## config.mk

```make
export PLATFORM = sky130hd
export DESIGN_NAME = cmd_receiver
export DESIGN_NICKNAME = d
export VERILOG_FILES = /design/src/rtl/comm_pkg.sv /design/src/rtl/uart_rx.sv /design/src/rtl/cmd_receiver.sv
export SDC_FILE = /design/constraint.sdc
export NUM_CORES = 1
export LEC_CHECK = 0
export CAP_MARGIN = 20
export CORE_ASPECT_RATIO = 1.1
export CORE_MARGIN = 2
export CORE_UTILIZATION = 44
export DETAILED_ROUTE_END_ITERATION = 8
export GPL_TIMING_DRIVEN = 0
export SLEW_MARGIN = 20
export SYNTH_ARGS = -nofsm -noshare
export SYNTH_HDL_FRONTEND = slang
export SYNTH_SLANG_ARGS = --single-unit
export TNS_END_PERCENT = 5
```

## constraint.sdc

```tcl
create_clock -name clk -period 2.4 [get_ports clk]
set_clock_uncertainty 0.2 [all_clocks]
set_input_delay 0.6 -clock clk [delete_from_list [all_inputs] [get_ports clk]]
set_output_delay 0.6 -clock clk [all_outputs]
set_load 0.01 [all_outputs]
```

## src/rtl/comm_pkg.sv

```systemverilog
// rtl/comm_pkg.sv - types and constants shared by both ends of the UART command link
package comm_pkg;

  // 50 MHz system clock at 19200 baud
  localparam int DEFAULT_BAUD_DIV = 2604;

  typedef enum logic [1:0] {IDLE, START, DATA, STOP} rx_state_t;
  typedef enum logic {UPPER, LOWER} pair_state_t;

endpackage

```

## src/rtl/uart_rx.sv

```systemverilog
// rtl/uart_rx.sv - 8N1 UART byte receiver with level rdy; CMD_RX_TIMEOUT_EN adds the idle output
module uart_rx
  import comm_pkg::*;
#(
  parameter int BAUD_DIV = DEFAULT_BAUD_DIV
) (
  input  logic       clk,
  input  logic       rst_n,
  input  logic       RX,
  input  logic       clr_rdy,
  output logic [7:0] rx_data,
  output logic       rdy
`ifdef CMD_RX_TIMEOUT_EN
  ,
  output logic       idle
`endif
);

  localparam int CW = $clog2(BAUD_DIV + 1);

  rx_state_t     state, state_nxt;
  logic          rx_meta, rx_sync, rx_prev;
  logic [CW-1:0] baud_cnt, baud_cnt_nxt;
  logic [2:0]    bit_cnt, bit_cnt_nxt;
  logic [7:0]    shift_nxt;
  logic          rdy_nxt;
  logic          fall, tick;

  assign fall = rx_prev & ~rx_sync;
  assign tick = (baud_cnt == CW'(1));

`ifdef CMD_RX_TIMEOUT_EN
  assign idle = (state == IDLE);
`endif

  // Synchroniser flops reset high so leaving reset never looks like a start edge
  always_ff @(posedge clk or negedge rst_n) begin
    if (!rst_n) begin
      rx_meta  <= 1'b1;
      rx_sync  <= 1'b1;
      rx_prev  <= 1'b1;
      state    <= IDLE;
      baud_cnt <= '0;
      bit_cnt  <= '0;
      rx_data  <= '0;
      rdy      <= 1'b0;
    end else begin
      rx_meta  <= RX;
      rx_sync  <= rx_meta;
      rx_prev  <= rx_sync;
      state    <= state_nxt;
      baud_cnt <= baud_cnt_nxt;
      bit_cnt  <= bit_cnt_nxt;
      rx_data  <= shift_nxt;
      rdy      <= rdy_nxt;
    end
  end

  always_comb begin
    state_nxt    = state;
    baud_cnt_nxt = (baud_cnt != '0) ? baud_cnt - CW'(1) : baud_cnt;
    bit_cnt_nxt  = bit_cnt;
    shift_nxt    = rx_data;
    rdy_nxt      = rdy & ~clr_rdy;
    unique case (state)
      IDLE: begin
        if (fall) begin
          state_nxt    = START;
          baud_cnt_nxt = CW'(BAUD_DIV / 2);
          rdy_nxt      = 1'b0;
        end
      end
      START: begin
        if (tick) begin
          if (rx_sync) begin
            state_nxt = IDLE;
          end else begin
            state_nxt    = DATA;
            baud_cnt_nxt = CW'(BAUD_DIV);
            bit_cnt_nxt  = '0;
          end
        end
      end
      DATA: begin
        if (tick) begin
          shift_nxt    = {rx_sync, rx_data[7:1]};
          baud_cnt_nxt = CW'(BAUD_DIV);
          bit_cnt_nxt  = bit_cnt + 3'd1;
          if (bit_cnt == 3'd7) state_nxt = STOP;
        end
      end
      STOP: begin
        if (tick) begin
          state_nxt = IDLE;
          // A low stop bit is a framing error: the byte is dropped silently
          if (rx_sync) rdy_nxt = 1'b1;
        end
      end
      default: state_nxt = IDLE;
    endcase
  end

endmodule

```

## src/rtl/cmd_receiver.sv

```systemverilog
// rtl/cmd_receiver.sv - pairs UART bytes into 16-bit commands; CMD_RX_TIMEOUT_EN bounds the wait for the lower byte
module cmd_receiver
  import comm_pkg::*;
#(
  parameter int BAUD_DIV = DEFAULT_BAUD_DIV
`ifdef CMD_RX_TIMEOUT_EN
  ,
  parameter int TIMEOUT_CYCLES = 1000000
`endif
) (
  input  logic        clk,
  input  logic        rst_n,
  input  logic        RX,
  input  logic        clr_cmd_rdy,
  output logic [15:0] cmd,
  output logic        cmd_rdy
);

  logic [7:0]  rx_data;
  logic        rx_rdy, clr_rx_rdy;
  pair_state_t state, state_nxt;
  logic [7:0]  upper_hold, upper_hold_nxt;
  logic [15:0] cmd_nxt;
  logic        cmd_rdy_nxt;
  logic        timed_out;

`ifdef CMD_RX_TIMEOUT_EN
  logic rx_idle;
`endif

  uart_rx #(.BAUD_DIV(BAUD_DIV)) u_rx (
    .clk    (clk),
    .rst_n  (rst_n),
    .RX     (RX),
    .clr_rdy(clr_rx_rdy),
    .rx_data(rx_data),
    .rdy    (rx_rdy)
`ifdef CMD_RX_TIMEOUT_EN
    ,
    .idle   (rx_idle)
`endif
  );

`ifdef CMD_RX_TIMEOUT_EN
  localparam int TW = $clog2(TIMEOUT_CYCLES + 1);
  logic [TW-1:0] to_cnt;

  // Held at zero outside LOWER and whenever a frame is in flight
  always_ff @(posedge clk or negedge rst_n) begin
    if (!rst_n) begin
      to_cnt <= '0;
    end else if (state != LOWER || !rx_idle) begin
      to_cnt <= '0;
    end else if (!timed_out) begin
      to_cnt <= to_cnt + TW'(1);
    end
  end

  assign timed_out = (to_cnt == TW'(TIMEOUT_CYCLES));
`else
  assign timed_out = 1'b0;
`endif

  always_ff @(posedge clk or negedge rst_n) begin
    if (!rst_n) begin
      state      <= UPPER;
      upper_hold <= '0;
      cmd        <= '0;
      cmd_rdy    <= 1'b0;
    end else begin
      state      <= state_nxt;
      upper_hold <= upper_hold_nxt;
      cmd        <= cmd_nxt;
      cmd_rdy    <= cmd_rdy_nxt;
    end
  end

  // Completing a pair overrides a simultaneous consumer acknowledge
  always_comb begin
    state_nxt      = state;
    upper_hold_nxt = upper_hold;
    cmd_nxt        = cmd;
    cmd_rdy_nxt    = cmd_rdy & ~clr_cmd_rdy;
    clr_rx_rdy     = 1'b0;
    unique case (state)
      UPPER: begin
        if (rx_rdy) begin
          upper_hold_nxt = rx_data;
          cmd_rdy_nxt    = 1'b0;
          clr_rx_rdy     = 1'b1;
          state_nxt      = LOWER;
        end
      end
      LOWER: begin
        if (rx_rdy) begin
          cmd_nxt     = {upper_hold, rx_data};
          cmd_rdy_nxt = 1'b1;
          clr_rx_rdy  = 1'b1;
          state_nxt   = UPPER;
        end else if (timed_out) begin
          upper_hold_nxt = '0;
          state_nxt      = UPPER;
        end
      end
      default: state_nxt = UPPER;
    endcase
  end

endmodule

```

==> results of run 1 <==
[layout make-up]
type | count | share of cell area, %
sequential | 55 | 49.53
buffer | 5 | 0.9430
inverter | 8 | 1.078
clock buffer | 5 | 2.470
multi-input combinational | 114 | 34.17
tap | 75 | 3.368
clock inverter | 2 | 1.347
timing repair buffer | 20 | 7.095
[state kept, by name, indices dropped and copies added, names as in the netlist, 3 cells and up, named ones only]
register,cells
u_rx.baud_cnt,12
u_rx.bit_cnt,3
upper_hold,8
u_rx.rx_data,8
cmd,16
[cells in the final DEF (no fill, tap or decap), types with 3 or more instances in the layout]
master and n:
clkbuf_1 4, clkdlybuf4s50_1 19, inv_1 8, dfrtp_1 52, nor2_1 8, nand3_1 9
mux2_1 7, nor2b_1 3, dfstp_2 3, ha_1 7, o21ai_0 6, nand2_1 10
mux2_2 28, clkbuf_8 5, xor2_1 4
[worst register-to-register path, delay by kind of cell (launching register included)]
| family | cells | cell delay [ps] |
|---|---|---|
| DFF | 1 | 460 |
| buffers and inverters | 1 | 140 |
| and+or+nand+nor | 3 | 990 |
| muxes | 1 | 320 |
[power by group]
group | switching, mW | leakage [nW] | internal, mW
combinational | 0.229 | 0.524 | 0.192
sequential | 0.155 | 0.731 | 1.04
clock | 0.286 | 0.0502 | 0.305
total | 0.670 | 1.31 | 1.53
[per-layer routing]
layer	track usage [%]	share of wire [%]
met3	3.722	2.3
met5	0	0
met4	4.364	0.66
met1	17.91	44
met2	28.04	53
[through the flow]
| step | cells | power [mW] | hold slack, ps |
|---|---|---|---|
| 2_1_floorplan | 182 | 1.484 | 104.4 |
| 3_3_place_gp | 277 | 1.576 | 146.2 |
| 3_5_place_dp | 277 | 1.622 | 147.9 |
| 4_1_cts | 284 | 2.219 | 157.7 |
| 5_1_grt | 284 | 2.339 | 173.6 |
| 6_report | 284 | 2.203 | 136.0 |
[timing repair]
item	4_1_cts	5_1_grt
endpoints found under the setup margin	0	1
gates resized for setup	0	1
endpoints found under the hold margin	0	0
buffers inserted	0	0
hold buffers	0	0
[kinds of logic (layout without fill, tap and decap cells)]
family | after synthesis | in the layout | share of synthesized area [%]
fa+ha+maj | 7 | 7 | 3.674
simple gates | 48 | 48 | 11.97
compound gates | 19 | 19 | 5.723
buf+inv | 13 | 40 | 2.362
xor+xnor | 5 | 5 | 1.837
flops | 55 | 55 | 57.90
mux | 35 | 35 | 16.54
[worst max path at each step]
| stage | from | depth (start not counted) | to |
|---|---|---|---|
| after floorplan | u_rx.baud_cnt[8] | 5 | u_rx.rx_data[0] |
| after CTS | u_rx.baud_cnt[1] | 6 | u_rx.baud_cnt[6] |
| after global routing | u_rx.baud_cnt[5] | 5 | u_rx.rx_data[6] |
| final | u_rx.baud_cnt[5] | 5 | u_rx.rx_data[1] |
| after global placement | rst_n | 1 | u_rx.baud_cnt[6] |
| after detailed placement | u_rx.baud_cnt[5] | 5 | u_rx.rx_data[1] |
==> results by group, run 1 <==
Status
  • Result of the run: finished clean

Floorplanning
  • Initial Util: 45.06%
  • Die extent in x: 74.18 µm
  • Cell Rows: 28
  • Die ar.: 6023 µm²
  • Height of the die: 81.20 µm
  • Core outline area: 5290 µm²
  • Num ports: 21

Setup path
  • Worst path buffer plus inverter count: 1
  • Cell-by-cell trace of the critical path: nor3_2, and4_1, and2_2, buf_6, mux2_1
  • Slowest cell on the critical path: dfrtp_1
  • Data required time at the worst endpoint: 2390 ps
  • Setup crit start kind: flip-flop
  • R2R Path End: u_rx.rx_data[1]
  • Crit path max-delay family: simple AND/OR/NAND/NOR gates
  • Reg-to-Reg Start: u_rx.baud_cnt[5]
  • Setup slack of the worst register-to-register path: 190 ps
  • Cell depth of the worst flop-to-flop path: 5
  • Maximum net fanout on the critical path: 10
  • Arrival @ worst endpoint: between 2000 and 2500 ps
  • Worst setup path class: reg -> reg
  • Max stage delay on crit path: 460 ps
  • Crit end category: flip-flop

Clock tree
  • Clock buffer depth: 2
  • Clock latency of the later-clocked register in the worst-skew pair: ~300 ps
  • Root buffer cell: clkbuf_8
  • Number of levels the H-tree was split into: 2
  • CTS buffer count: 5
  • Number of clock sinks: 55
  • TritonCTS clock tree: built
  • Clock edge transition at the registers on the reported setup and hold paths: 100 ps

GRT
  • Vias in the first global route: 1511
  • Global-route wire length before repair: about 7 mm
  • Residual overflow from global routing: 0
  • Combined global-route utilization of all metal layers: 15.44%
  • Largest net degree at the start of global routing: 56
  • Initial antenna violation count: 0

Place
  • Pre-CTS worst setup slack: 169.7 ps
  • Number of buffer cells added on primary ports: 20
  • Placed standard-cell area: 2675 µm²
  • Post-DP HPWL: ~2.9 mm
  • Gpl congestion: 0.8561

STA
  • Final Hold Viols: 0
  • Post-layout min period: 2215 ps
  • Unrepaired setup endpoints after global routing: false
  • Slew at the pin closest to its max-slew limit: approximately 1000 ps
  • Max-slew headroom: approximately a third
  • Highest achievable clock rate: 451.5 MHz
  • Final setup slack of the worst path: 185.3 ps
  • Post-route clock period utilization: ~92%
  • Setup-violating endpoint count in the final report: 0
  • Setup TNS Final: 0 ps
  • Slew Limit Fails: 0

Yosys
  • Most common flop cell mapped by yosys: dfrtp_1
  • EDFF count, synth: 0
  • Yosys top cell area share: 54.59%
  • Syn Inst Count: 182
  • Cell types with the highest counts after synthesis: dfrtp_1, mux2_2, nand2_1
  • Post-synth top area cell: dfrtp_1
  • Sequential share of the synthesized area: between 50% and 60%
  • Post-synth net total: a little under 200
  • Share of synthesized flip-flops with an asynchronous set or reset: 100.0%
  • Cell types occupying the most area after synthesis: dfrtp_1, mux2_2, ha_1
  • Cell area after synthesis: 2384 µm²
  • Mean cell area of the mapped netlist: ~13 µm²
  • Number of synthesis warnings: 0
  • Cell with the most instances after synthesis: dfrtp_1
  • Unique cell type count in the Yosys netlist: 39
  • Number of synthesized register bits: 55

Detailed routing
  • Number of routed nets with antenna violations: 0
  • Detailed-routing iteration count for the pre-antenna-repair pass: 4
  • Per-cell via count in the routed design: around 5.2
  • DRC marker count from the first detailed-route iteration: 42
  • Post-route DRC: 0
  • Routed wire per std cell: 14.51 µm
  • Overall routed net length: between 4 and 5 mm
  • DR vias: approximately 1500

Cells and area
  • Footprint of the multi-input gates: 952.2 µm²
  • # diodes: 0
  • Final design utilization: 52.67%
  • Net count, final: 220
  • Non-Filler Cell Area, Final: 2786 µm²
  • Synthesis-to-layout area growth: 16.90%
  • Register area: 1380 µm²
  • Fill cell total of the finished layout: roughly 450
  • Fraction of final layout cells sized beyond drive strength 1: 22.97%

Power
  • P per Cell Area: 790.7 nW/µm²
  • Worst supply voltage drop on vdd: about 0.00049 V
  • Reported leakage power: 1.305 nW

Run
  • Number of max-capacitance violations reported: 0

Hold path
  • Class of the worst hold path: in -> async
Power figures use the tool's default switching activity.
==> inputs of run 2 (changes only) <==
--- a/config.mk
+++ b/config.mk
@@ -14,5 +14,6 @@
 export SLEW_MARGIN = 20
 export SYNTH_ARGS = -nofsm -noshare
 export SYNTH_HDL_FRONTEND = slang
+export SYNTH_HIERARCHICAL = 1
 export SYNTH_SLANG_ARGS = --single-unit
 export TNS_END_PERCENT = 5
==> results by group, run 2 <==
STA
  • Slew at the pin closest to its max-slew limit: 667.7 ps (was 1003 ps)
  • Post-layout min period: 2318 ps (was 2215 ps)
  • Post-route clock period utilization: 96.58% (was 92.28%)
  • Setup TNS Final: 0 ps (unchanged)
  • Highest achievable clock rate: 431.4 MHz (was 451.5 MHz)
  • Final Hold Viols: 0 (unchanged)
  • Max-slew headroom: 55.48% (was 32.53%)
  • Slew Limit Fails: 0 (unchanged)
  • Setup-violating endpoint count in the final report: 0 (unchanged)

Place
  • Number of buffer cells added on primary ports: 20 (unchanged)
  • Gpl congestion: 0.8291 (was 0.8561)
  • Post-DP HPWL: 3.269 mm (was 2.911 mm)

Yosys
  • Mean cell area of the mapped netlist: 13.17 µm² (was 13.10 µm²)
  • EDFF count, synth: 0 (unchanged)
  • Number of synthesis warnings: 6 (was 0)
  • Post-synth net total: 215 (was 193)
  • Cell types occupying the most area after synthesis: dfrtp_1, mux2_2, mux2_4 (was dfrtp_1, mux2_2, ha_1)
  • Most common flop cell mapped by yosys: dfrtp_1 (unchanged)
  • Yosys top cell area share: 49.41% (was 54.59%)
  • Sequential share of the synthesized area: 52.40% (was 57.90%)
  • Post-synth top area cell: dfrtp_1 (unchanged)
  • Syn Inst Count: 200 (was 182)
  • Unique cell type count in the Yosys netlist: 47 (was 39)
  • Cell area after synthesis: 2634 µm² (was 2384 µm²)
  • Cell with the most instances after synthesis: dfrtp_1 (unchanged)
  • Share of synthesized flip-flops with an asynchronous set or reset: 100.0% (unchanged)
  • Number of synthesized register bits: 55 (unchanged)
  • Cell types with the highest counts after synthesis: dfrtp_1, mux2_2, ha_1 (was dfrtp_1, mux2_2, nand2_1)

Clock tree
  • Root buffer cell: clkbuf_8 (unchanged)
  • Hold bufs inserted after CTS: 0 (unchanged)
  • Clock buffer depth: 2 (unchanged)
  • CTS buffer count: 5 (unchanged)
  • TritonCTS clock tree: built (unchanged)
  • Clock latency of the later-clocked register in the worst-skew pair: 300 ps (about the same)
  • Number of clock sinks: 55 (unchanged)
  • Clock edge transition at the registers on the reported setup and hold paths: 100 ps (about the same)
  • Number of levels the H-tree was split into: 2 (unchanged)

GRT
  • Vias in the first global route: 1703 (was 1511)
  • Largest net degree at the start of global routing: 56 (unchanged)
  • Initial antenna violation count: 0 (unchanged)
  • Residual overflow from global routing: 0 (unchanged)
  • Global-route wire length before repair: 8.197 mm (was 7.079 mm)
  • Combined global-route utilization of all metal layers: 15.50% (was 15.44%)

Floorplanning
  • Core outline area: 5769 µm² (was 5290 µm²)
  • Num ports: 21 (unchanged)
  • Die extent in x: 77.77 µm (was 74.18 µm)
  • Initial Util: 45.65% (was 45.06%)
  • Die ar.: 6621 µm² (was 6023 µm²)
  • Cell Rows: 29 (was 28)
  • Height of the die: 85.15 µm (was 81.20 µm)

Cells and area
  • Fraction of final layout cells sized beyond drive strength 1: 29.74% (was 22.97%)
  • Fill cell total of the finished layout: 512 (was 453)
  • Most used cells in the layout excluding fill and tap cells: dfrtp_1, mux2_2, clkdlybuf4s50_1 (unchanged)
  • Synthesis-to-layout area growth: 16.72% (was 16.90%)
  • Final design utilization: 53.29% (was 52.67%)
  • Most frequent standard cell in the layout excluding fill and tap cells: dfrtp_1 (unchanged)
  • Flip-flop count of the largest register, all copies and words added: 16 (unchanged)
  • # diodes: 0 (unchanged)
  • Registers with the most flip-flops: cmd (16), u_rx/baud_cnt (12) (was cmd (16), u_rx.baud_cnt (12))
  • Net count, final: 246 (was 220)
  • Register name with the most flops: cmd (unchanged)

Setup path
  • Crit end category: flip-flop (unchanged)
  • Setup crit start kind: flip-flop (unchanged)
  • Cell-by-cell trace of the critical path: nor4_4, a41oi_1, nor4_2, mux2_2 (was nor3_2, and4_1, and2_2, buf_6, mux2_1)
  • Setup slack of the worst register-to-register path: 80 ps (was 190 ps)
  • Max stage delay on crit path: 490 ps (was 460 ps)
  • Maximum net fanout on the critical path: 6 (was 10)
  • Data required time at the worst endpoint: 2390 ps (about the same)
  • Slowest cell on the critical path: dfrtp_1 (unchanged)
  • Arrival @ worst endpoint: 2310 ps (was 2200 ps)
  • Worst setup path class: reg -> reg (unchanged)

Power
  • Worst supply voltage drop on vdd: 0.0004490 V (was 0.0004865 V)
  • Reported leakage power: 1.414 nW (was 1.305 nW)
  • P per Cell Area: 973.1 nW/µm² (was 790.7 nW/µm²)

Run
  • Number of max-capacitance violations reported: 0 (unchanged)

Status
  • Result of the run: finished clean (unchanged)

Hold path
  • Class of the worst hold path: in -> async (unchanged)

Detailed routing
  • Overall routed net length: 4.748 mm (was 4.122 mm)
  • Per-cell via count in the routed design: 5.385 (was 5.215)
  • Number of routed nets with antenna violations: 0 (unchanged)
  • Routed wire per std cell: 15.37 µm (was 14.51 µm)
  • DR vias: 1664 (was 1481)
  • DRC marker count from the first detailed-route iteration: 65 (was 42)
  • Post-route DRC: 0 (unchanged)
  • Detailed-routing iteration count for the pre-antenna-repair pass: 4 (unchanged)
==> run 2: cell types whose count changed after synthesis, sizes merged, moves of 4 or more <==
cell | before | now
a21oi | 1 | 7
buf | 1 | 5
ha | 7 | 11
nand2 | 10 | 4
nand3 | 9 | 3
==> run 2: repair_timing <==
| action | 4_1_cts | 5_1_grt |
|---|---|---|
| setup endpoints to repair | 0 | 1 |
| buffers inserted | 0 | 4 |
| gates resized for setup | 0 | 1 |
==> run 2: worst max-delay path: cells and delay by family, from the launching register on <==
kind / cells / cell delay (ps)
AOI/OAI and AO/OA: 1 / 300
and+or+nand+nor: 2 / 840
DFF: 1 / 490
muxes: 1 / 370
==> run 2: path summary, 6_finish.rpt <==
| kind | cells past startpoint | endpoint | from |
|---|---|---|---|
| min reg2reg | 0 | u_rx/rx_sync | u_rx/rx_meta |
| max | 4 | flip-flop | u_rx/baud_cnt[5] |
| min | 1 | u_rx/rx_data[0] | rst_n |
| min in group clk | 0 | u_rx/rx_sync | u_rx/rx_meta |
| max reg2reg | 4 | flip-flop | u_rx/baud_cnt[5] |
| max in group asynchronous | 1 | async pin | rst_n |
==> run 2: power by group <==
| part | total, mW | switching (mW) | internal, mW | leakage [nW] |
|---|---|---|---|---|
| logic | 1.16 | 0.623 | 0.539 | 0.621 |
| clock network | 0.605 | 0.294 | 0.312 | 0.0514 |
| registers | 1.22 | 0.168 | 1.06 | 0.742 |
==> run 2: layout make-up <==
cell class,count,area [µm²],share of cell area [%]
tap,77,96.34,3.134
inverter,8,30.03,0.9768
sequential,55,1380,44.89
clock inverter,2,37.54,1.221
multi-input combinational,131,1167,37.97
clock buffer,6,72.57,2.361
buffer,6,62.56,2.035
timing repair buffer,24,227.7,7.407
==> run 2: cells by family after synthesis <==
kind of cell,Yosys count,share of synthesized area (%)
flops,55,52.40
simple gates,46,11.83
mux,35,16.39
compound gates,33,8.646
buf+inv,14,3.515
fa+ha+maj,11,5.226
xor+xnor,6,1.995
==> run 2: routing by layer <==
metal	GRT usage, %	part of all wire [%]	vias up
met5	0	0	-
met4	6.494	1.3	0
met3	3.085	2.9	6
met2	25.31	49	30
met1	20.21	47	838
li1	-	-	790
==> run 2: metrics by stage <==
step	cell area [µm²]	setup slack [ps]	instances	hold slack (ps)	power [mW]
CTS	3038	93.67	305	154.3	2.901
global placement	2930	-1031	297	149.3	2.238
floorplan	2634	359.3	200	104.4	2.038
detailed placement	2928	102.2	297	148.7	2.287
global route	3074	-28.38	309	163.1	3.209
finish	3074	81.97	309	131.9	2.992
